==> config.mk <==
export PLATFORM = sky130hd
export DESIGN_NAME = uart_rx_deserializer
export DESIGN_NICKNAME = d
export VERILOG_FILES = /design/src/rtl/uart_pkg.sv /design/src/rtl/uart_baud_tick.sv /design/src/rtl/uart_rx_deserializer.sv
export SDC_FILE = /design/constraint.sdc
export NUM_CORES = 1
export LEC_CHECK = 0
export ABC_AREA = 1
export BUFFER_PORTS_ARGS = -buffer_cell sky130_fd_sc_hd__buf_2
export CAP_MARGIN = 40
export CELL_PAD_IN_SITES_DETAIL_PLACEMENT = 2
export CELL_PAD_IN_SITES_GLOBAL_PLACEMENT = 2
export CORE_UTILIZATION = 28
export DETAILED_ROUTE_END_ITERATION = 7
export HOLD_SLACK_MARGIN = 0.1
export PLACE_DENSITY_LB_ADDON = 0.15
export SYNTH_ARGS = -nofsm -noshare
export SYNTH_HDL_FRONTEND = slang
export SYNTH_SLANG_ARGS = --single-unit
==> constraint.sdc <==
create_clock -name clk -period 3.7 [get_ports clk]
set_input_delay 0.37 -clock clk [delete_from_list [all_inputs] [get_ports clk]]
set_output_delay 0.37 -clock clk [all_outputs]
set_load 0.02 [all_outputs]
==> src/rtl/uart_pkg.sv <==
// ---------------------------------------------------------------
// uart_pkg : shared types, constants and helpers for the UART blocks
// Rev 1.0
// ---------------------------------------------------------------
`default_nettype none
`timescale 1ns/1ps

package uart_pkg;

  typedef enum logic [2:0] {
    IDLE      = 3'd0,
    START     = 3'd1,
    DATA      = 3'd2,
    STOP      = 3'd3,
    WAIT_IDLE = 3'd4
  } rx_state_t;

  localparam int DATA_BITS = 8;
  localparam int MAJ_TAPS  = 3;

  function automatic bit params_legal(input longint clk_hz, input longint baud,
                                      input longint oversample, input longint acc_w);
    return (oversample % 2 == 0) && (oversample >= 8) && (acc_w > 0) && (acc_w < 63) &&
           ((clk_hz + baud * oversample) < (longint'(1) << acc_w));
  endfunction

  function automatic logic majority(input logic [MAJ_TAPS-1:0] v);
    int ones;
    ones = 0;
    for (int i = 0; i < MAJ_TAPS; i++) begin
      ones += int'(v[i]);
    end
    return (ones > MAJ_TAPS / 2);
  endfunction

endpackage

`default_nettype wire

==> src/rtl/uart_baud_tick.sv <==
// ---------------------------------------------------------------
// uart_baud_tick : fractional phase-accumulator oversample tick generator
// Rev 1.0
// ---------------------------------------------------------------
`default_nettype none
`timescale 1ns/1ps

module uart_baud_tick #(
  parameter int CLK_HZ     = 50_000_000,
  parameter int BAUD       = 1_500_000,
  parameter int OVERSAMPLE = 16,
  parameter int ACC_W      = 32
) (
  input  logic clk,
  input  logic rstn,
  output logic tick
);

  localparam logic [ACC_W-1:0] INC   = ACC_W'(longint'(BAUD) * longint'(OVERSAMPLE));
  localparam logic [ACC_W-1:0] LIMIT = ACC_W'(longint'(CLK_HZ));

  logic [ACC_W-1:0] acc;
  logic [ACC_W-1:0] sum;

  assign sum = acc + INC;

  // Free-running: the remainder carries over so long-term rate is exact.
  always_ff @(posedge clk or negedge rstn) begin
    if (!rstn) begin
      acc  <= '0;
      tick <= 1'b0;
    end else if (sum >= LIMIT) begin
      acc  <= sum - LIMIT;
      tick <= 1'b1;
    end else begin
      acc  <= sum;
      tick <= 1'b0;
    end
  end

endmodule

`default_nettype wire

==> src/rtl/uart_rx_deserializer.sv <==
// ---------------------------------------------------------------
// uart_rx_deserializer : 8N1 LSB-first receiver with majority-vote oversampling
// Rev 1.0
// ---------------------------------------------------------------
`default_nettype none
`timescale 1ns/1ps

module uart_rx_deserializer
  import uart_pkg::*;
#(
  parameter int CLK_HZ     = 50_000_000,
  parameter int BAUD       = 1_500_000,
  parameter int OVERSAMPLE = 16,
  parameter int ACC_W      = 32
) (
  input  logic       clk,
  input  logic       rstn,
  input  logic       rx,
  output logic       rxReady,
  output logic [7:0] rxData,
  output logic       frameErr,
  output logic       rxBusy
);

  localparam int TCW = $clog2(OVERSAMPLE);
  localparam int BCW = $clog2(DATA_BITS);
  localparam logic [TCW-1:0] TICK_MID  = TCW'(OVERSAMPLE / 2);
  localparam logic [TCW-1:0] TICK_LAST = TCW'(OVERSAMPLE - 1);
  localparam logic [BCW-1:0] BIT_LAST  = BCW'(DATA_BITS - 1);

  if (!params_legal(longint'(CLK_HZ), longint'(BAUD), longint'(OVERSAMPLE), longint'(ACC_W)))
  begin : g_bad_params
    $error("uart_rx_deserializer: illegal CLK_HZ/BAUD/OVERSAMPLE/ACC_W combination");
  end

  logic                  tick;
  logic                  sync1;
  logic                  sync2;
  logic                  rxs;
  logic [MAJ_TAPS-2:0]   samp;
  logic                  vote;
  rx_state_t             state;
  logic [TCW-1:0]        tcnt;
  logic [BCW-1:0]        bitcnt;
  logic [DATA_BITS-1:0]  shreg;

  uart_baud_tick #(
    .CLK_HZ     (CLK_HZ),
    .BAUD       (BAUD),
    .OVERSAMPLE (OVERSAMPLE),
    .ACC_W      (ACC_W)
  ) u_baud_tick (
    .clk  (clk),
    .rstn (rstn),
    .tick (tick)
  );

  always_ff @(posedge clk or negedge rstn) begin
    if (!rstn) begin
      sync1 <= 1'b1;
      sync2 <= 1'b1;
    end else begin
      sync1 <= rx;
      sync2 <= sync1;
    end
  end

  assign rxs    = sync2;
  // Vote over the two previous ticks plus the one being evaluated now.
  assign vote   = majority({samp, rxs});
  assign rxBusy = (state != IDLE);

  always_ff @(posedge clk or negedge rstn) begin
    if (!rstn) begin
      state    <= IDLE;
      tcnt     <= '0;
      bitcnt   <= '0;
      samp     <= '0;
      shreg    <= '0;
      rxData   <= 8'h00;
      rxReady  <= 1'b0;
      frameErr <= 1'b0;
    end else begin
      rxReady  <= 1'b0;
      frameErr <= 1'b0;
      if (tick) begin
        samp <= {samp[MAJ_TAPS-3:0], rxs};
      end
      case (state)
        IDLE: begin
          tcnt   <= '0;
          bitcnt <= '0;
          if (!rxs) begin
            state <= START;
          end
        end
        START: begin
          if (tick) begin
            if (tcnt == TICK_MID && vote) begin
              state <= IDLE;
              tcnt  <= '0;
            end else if (tcnt == TICK_LAST) begin
              state  <= DATA;
              tcnt   <= '0;
              bitcnt <= '0;
            end else begin
              tcnt <= tcnt + TCW'(1);
            end
          end
        end
        DATA: begin
          if (tick) begin
            if (tcnt == TICK_MID) begin
              shreg[bitcnt] <= vote;
            end
            if (tcnt == TICK_LAST) begin
              tcnt <= '0;
              if (bitcnt == BIT_LAST) begin
                state <= STOP;
              end else begin
                bitcnt <= bitcnt + BCW'(1);
              end
            end else begin
              tcnt <= tcnt + TCW'(1);
            end
          end
        end
        STOP: begin
          // Decide at mid-bit so a start bit immediately following is not missed.
          if (tick) begin
            if (tcnt == TICK_MID) begin
              tcnt <= '0;
              if (vote) begin
                rxData  <= shreg;
                rxReady <= 1'b1;
                state   <= IDLE;
              end else begin
                frameErr <= 1'b1;
                state    <= WAIT_IDLE;
              end
            end else begin
              tcnt <= tcnt + TCW'(1);
            end
          end
        end
        WAIT_IDLE: begin
          if (tick && rxs) begin
            state <= IDLE;
          end
        end
        default: begin
          state <= IDLE;
        end
      endcase
    end
  end

endmodule

`default_nettype wire

Word level (Yosys, flattened, before mapping)
Cells that the tools add are included.
{ "classes": {"n_addsub": 6, "order_cmp": 4, "eq_ne": 19, "muxes": 39, "reduce_logical": 12} }
{ "op_table": {"columns": ["cell", "n"], "rows": [
  ["$mux W3", 17],
  ["$add A32 B25 Y32 const B", 1],
  ["$ge A32 B26 Y1 const B", 1],
  ["$mux W32", 1],
  ["$sub A32 B26 Y32 const B", 1],
  ["$mux W4", 6],
  ["$ne A2 B2 Y1 const B", 8],
  ["$pmux W4 S4", 1],
  ["$pmux W3 S5", 1],
  ["$mux W1", 10],
  ["$pmux W3 S3", 1],
  ["$reduce_and A9 Y1", 1],
  ["$bwmux W8", 1],
  ["$eq A4 B4 Y1 const B", 2],
  ["$reduce_and A4 Y1", 2],
  ["$reduce_and A7 Y1", 1],
  ["$eq A3 B2 Y1 const B", 2],
  ["$eq A3 B3 Y1 const B", 2],
  ["$ne A2 B1 Y1 const B", 3],
  ["$reduce_bool A3 Y1", 2],
  ["$add A4 B1 Y4 const B", 1],
  ["$lt A3 B4 Y1 const B", 1],
  ["$reduce_bool A4 Y1", 1],
  ["$add A2 B1 Y3", 1],
  ["10 further kinds", 12]
]} }
{ "totals": {"register_bits": 65, "output_inout_bits": 11, "word_cells": 92} }

Depth between registers and ports, before layout
{ "depth": {"word_depth": 7, "ltp_mapped": 21} }

Hierarchy
Synthesis repeated with hierarchy kept, for this count alone.
{ "unflattened": {"cells_unflattened": 603, "hier_area_um2": 4292.9} }
{ "modules_own_cells": {"columns": ["mod", "n_inst", "cells_each", "area_each_um2", "seq_area_each_um2"], "rows": [
  ["uart_baud_tick", 1, 411, 2706.3, 650.6],
  ["uart_rx_deserializer", 1, 192, 1586.5, 803.3]
]} }

Least setup slack after synthesis
OpenSTA, ideal clock, no wires.
{ "synth_timing": {"kind": "reg2reg", "startpoint": "reg u_baud_tick.acc[9]", "endpoint": "reg u_baud_tick.acc[22]", "t_arrival_ps": 2106, "slack_ps": 1478, "stages_incl_launch_ff": 21, "path_buffers": 1, "synth_period_minus_slack_ps": 2222, "path_cell_list": "dfrtp_1 inv_1 ha_1 inv_1 nand2_1 nand2_2 nand2_2 nand2_2 nand2_2 nand2_1 nand2_1 nand2_1 inv_2 nand2_1 nor2_1 nand3_1 nor2_2 nor2_4 buf_6 nand2_1 nand2_1"} }
{ "synth_between": {"elab_chain_len": 3} }
{ "synth_rtl": {"columns": ["item", "line_no", "text"], "rows": [
  ["start: declaration", "uart_baud_tick.sv:22", "logic [ACC_W-1:0] acc;"],
  ["start signal: assignment", "uart_baud_tick.sv:33", "acc <= sum - LIMIT;"],
  ["start signal: assignment", "uart_baud_tick.sv:36", "acc <= sum;"],
  ["$add A32 B25 Y32 (*)", "uart_baud_tick.sv:25", "assign sum = acc + INC;"],
  ["$sub A32 B26 Y32 / $ge A32 B26 Y1 (equally long branches)", "uart_baud_tick.sv:33, uart_baud_tick.sv:32", null],
  ["$mux W32 (*)", "uart_baud_tick.sv:32", "end else if (sum >= LIMIT) begin"]
]} }
Mark *: on every way between the ends. The rest lies on a longest branch, timed or not.
A chain may end at the register's enable or synchronous reset.

Worst setup path after layout
{ "layout_timing": {"startpoint": "reg u_baud_tick.acc[9]", "endpoint": "reg u_baud_tick.acc[14]"} }
Same word-level chain as after synthesis.

==> results.tsv <==
metric	value	unit
status	complete, no violations	
synthCells	622	
seq_area_frac_synth	34.84	%
clkSlewWorstSetupHoldPaths	50	ps
grt_use_total	19.12	%
p_seq_share	37.2	%
crit_path_start_kind	flop	
clockRootBuffer	clkbuf_16	
p_leak	2.574	nW
switching_share	29.81	%
ys.warnings.count	0	
ff2ff_path_depth	15	
start_util	28.71	%
dpl.hpwl	10.77	mm
rsz0062_at_grt	false	
cts_resized	0	
cp.required	3970	ps
fin_nets	653	
via_per_inst	4.842	
synth_flop_cell	dfrtp_1	
diodes	0	
die-area	0.01539	mm²
nFillCells	1798	
yosys-top-cells-count	nand2_1, inv_1, nor2_1	
route.detailed.drc	0	
synthDistinctLibCells	38	
cts_buffer_depth	2	
min_path_type	primary input to asynchronous set/reset pin	
combPwrFrac	16.4	%
fin_crit	3113	ps
die_h	124.1	µm
p_int	0.001383	W
clock.fmax	321.2	MHz
post-route-cell-area	0.004740	mm²
synth_edf_count	0	
tns	0	ps
multiInputGateArea	0.002365	mm²
path_class	flop to flop	
numCtsBuffers	9	
placed_cell_area	0.004422	mm²
reg2reg_to	u_baud_tick.acc[14]	
finalSetupViolCount	0	
finalCritPeriodShare	84.14	%
worst_pin_slew	711.6	ps
grt_pass1_wl	22.20	mm
io_pins	14	
syn_area	0.004173	mm²
finalClockSkew	9.982	ps
num_vias	4014	
power.density	415.8	mW/mm²
cap_violations	0	
clock-sinks	58	
hold_viol	0	
cts_hold_buffers	0	
p_sw	0.0005875	W
routabilityCongestion	0.7890	
met1_length	6.217	mm
irDropWorstVdd	207.5	µV
ant_nets	0	
wl_met2	6.627	mm
wl_met3	258	µm
core	0.01453	mm²
slew_viol_final	0	
relSlewSlack	52.56	%
cts_tree	built	
grt_max_degree	31	
grt_pass1_vias	4440	
antenna_found_initial	0	
die_width	124.1	µm
synth_fp_nets	634	
synth_seq_cells	58	
drt_iter0_markers	140	
rrSetupSlack	590	ps
clk_latency	340	ps
post_cts_buffers	0	
num_rows	44	
regArea	0.001454	mm²
wl_per_cell	16.05	µm
arrival	3390	ps
crit_path_max_fanout	25	
finalHoldWorstSlack	78.88	ps
yosys.area.top_type_share	33.58	%
async_flop_share	100.0	%
area_growth	13.58	%
clkPwrFrac	46.4	%
synthTopCellsByArea	dfrtp_1, nand2_1, nand3_1	
gr-total-overflow	0	
drt-total-wl	13.30	mm
numPortBuffers	13	
drive_gt1_share	12.56	%
synth_top_area_cell	dfrtp_1	
dr.pass1.iters	4	
reg2reg_from	u_baud_tick.acc[9]	
syn_area_per_cell	6.709	µm²
end_kind	flop	
yosysMostFrequentCell	nand2_1	
cts_max_level	3	
dr.max_layer_used	met4	
-- per-layer routing --
layer	global-route usage (%)	up-vias
li1	-	1994
met1	23.36	1973
met2	33.67	30
met3	3.434	17
met4	6.176	0
met5	0	-
-- per-stage QoR --
| step | util (%) | worst slack, ps | std cells | power [W] |
|---|---|---|---|---|
| CTS | 32.61 | 497.1 | 829 | 0.002014 |
| global placement | 30.42 | 694.5 | 814 | 0.001047 |
| floorplan | - | 1478 | 622 | 0.0009570 |
| detailed placement | 30.42 | 553.7 | 814 | 0.001077 |
| global route | 32.61 | 209.6 | 829 | 0.002082 |
| finish | 32.61 | 586.7 | 829 | 0.001971 |
-- logic make-up after synthesis --
logic type               share of synthesized area (%)
buffers and inverters                            8.486
flip-flops                                       34.84
adder cells (fa/ha/maj)                          2.699
AND/OR/NAND/NOR                                  42.97
XOR/XNOR                                         4.168
AO/OA/AOI/OAI                                    6.837
-- state kept, by name, indices dropped and copies added (netlist names) --
signal / count
bitcnt: 3
frameErr: 1
rxData: 8
rxReady: 1
rxs: 1
samp: 2
shreg: 8
state: 3
sync1: 1
tcnt: 4
u_baud_tick.acc: 25
u_baud_tick.tick: 1
-- placed cells by master (no fill, tap or decap), types with 4 or more instances in the layout --
| master | synthesis | routed |
|---|---|---|
| nand2_1 | 230 | 230 |
| inv_1 | 71 | 71 |
| nor2_1 | 60 | 60 |
| nand3_1 | 56 | 56 |
| dfrtp_1 | 56 | 56 |
| o21ai_0 | 26 | 26 |
| nand2_2 | 16 | 16 |
| xor2_1 | 15 | 15 |
| nand4_1 | 13 | 13 |
| buf_2 | 1 | 13 |
| a21oi_1 | 10 | 10 |
| ha_1 | 9 | 9 |
| clkbuf_16 | 0 | 9 |
| nor3_1 | 7 | 7 |
| a21oi_2 | 7 | 7 |
| inv_2 | 6 | 6 |
| nor2_2 | 5 | 5 |
| nand3_2 | 4 | 4 |
-- cell type report --
type	count	area share (%)
Multi-Input combinational cell	479	49.89
Clock inverter	5	1.663
Tap cell	184	4.857
Clock buffer	10	5.042
Timing Repair Buffer	15	1.690
Sequential cell	58	30.68
Inverter	78	6.177
-- power groups by stage --
stage / Clock [W] / Combinational, W / Sequential (W)
after floorplan: 0 / 0.000228 / 0.000729
after global placement: 0 / 0.000307 / 0.000741
after detailed placement: 0 / 0.000331 / 0.000745
after CTS: 0.000948 / 0.000333 / 0.000734
after global routing: 0.000964 / 0.000375 / 0.000743
final: 0.000915 / 0.000323 / 0.000733
-- worst max-delay path, cell delays in order (launching register included) --
cell	delay [ps]
dfrtp_1	450
inv_1	130
ha_1	230
inv_1	120
nand2_1	170
a21oi_1	210
nand3_1	140
nand2_1	160
nand3_1	110
nand2_1	140
nand2_1	110
nor2_4	140
nand3_2	100
nor2_4	570
nand2_1	130
nand2_1	120
-- how the worst max path moves through the flow --
| stage | to | slack (ps) | from | depth (start not counted) |
|---|---|---|---|---|
| after global placement | u_baud_tick.acc[11] | 690 | u_baud_tick.acc[9] | 15 |
| after detailed placement | u_baud_tick.acc[14] | 550 | u_baud_tick.acc[9] | 15 |
| after global routing | u_baud_tick.acc[14] | 210 | u_baud_tick.acc[9] | 15 |
| final | u_baud_tick.acc[14] | 590 | u_baud_tick.acc[9] | 15 |
| after CTS | u_baud_tick.acc[14] | 500 | u_baud_tick.acc[9] | 15 |
| after floorplan | u_baud_tick.acc[22] | 1480 | u_baud_tick.acc[9] | 20 |
(Power assumes the default switching activity.)
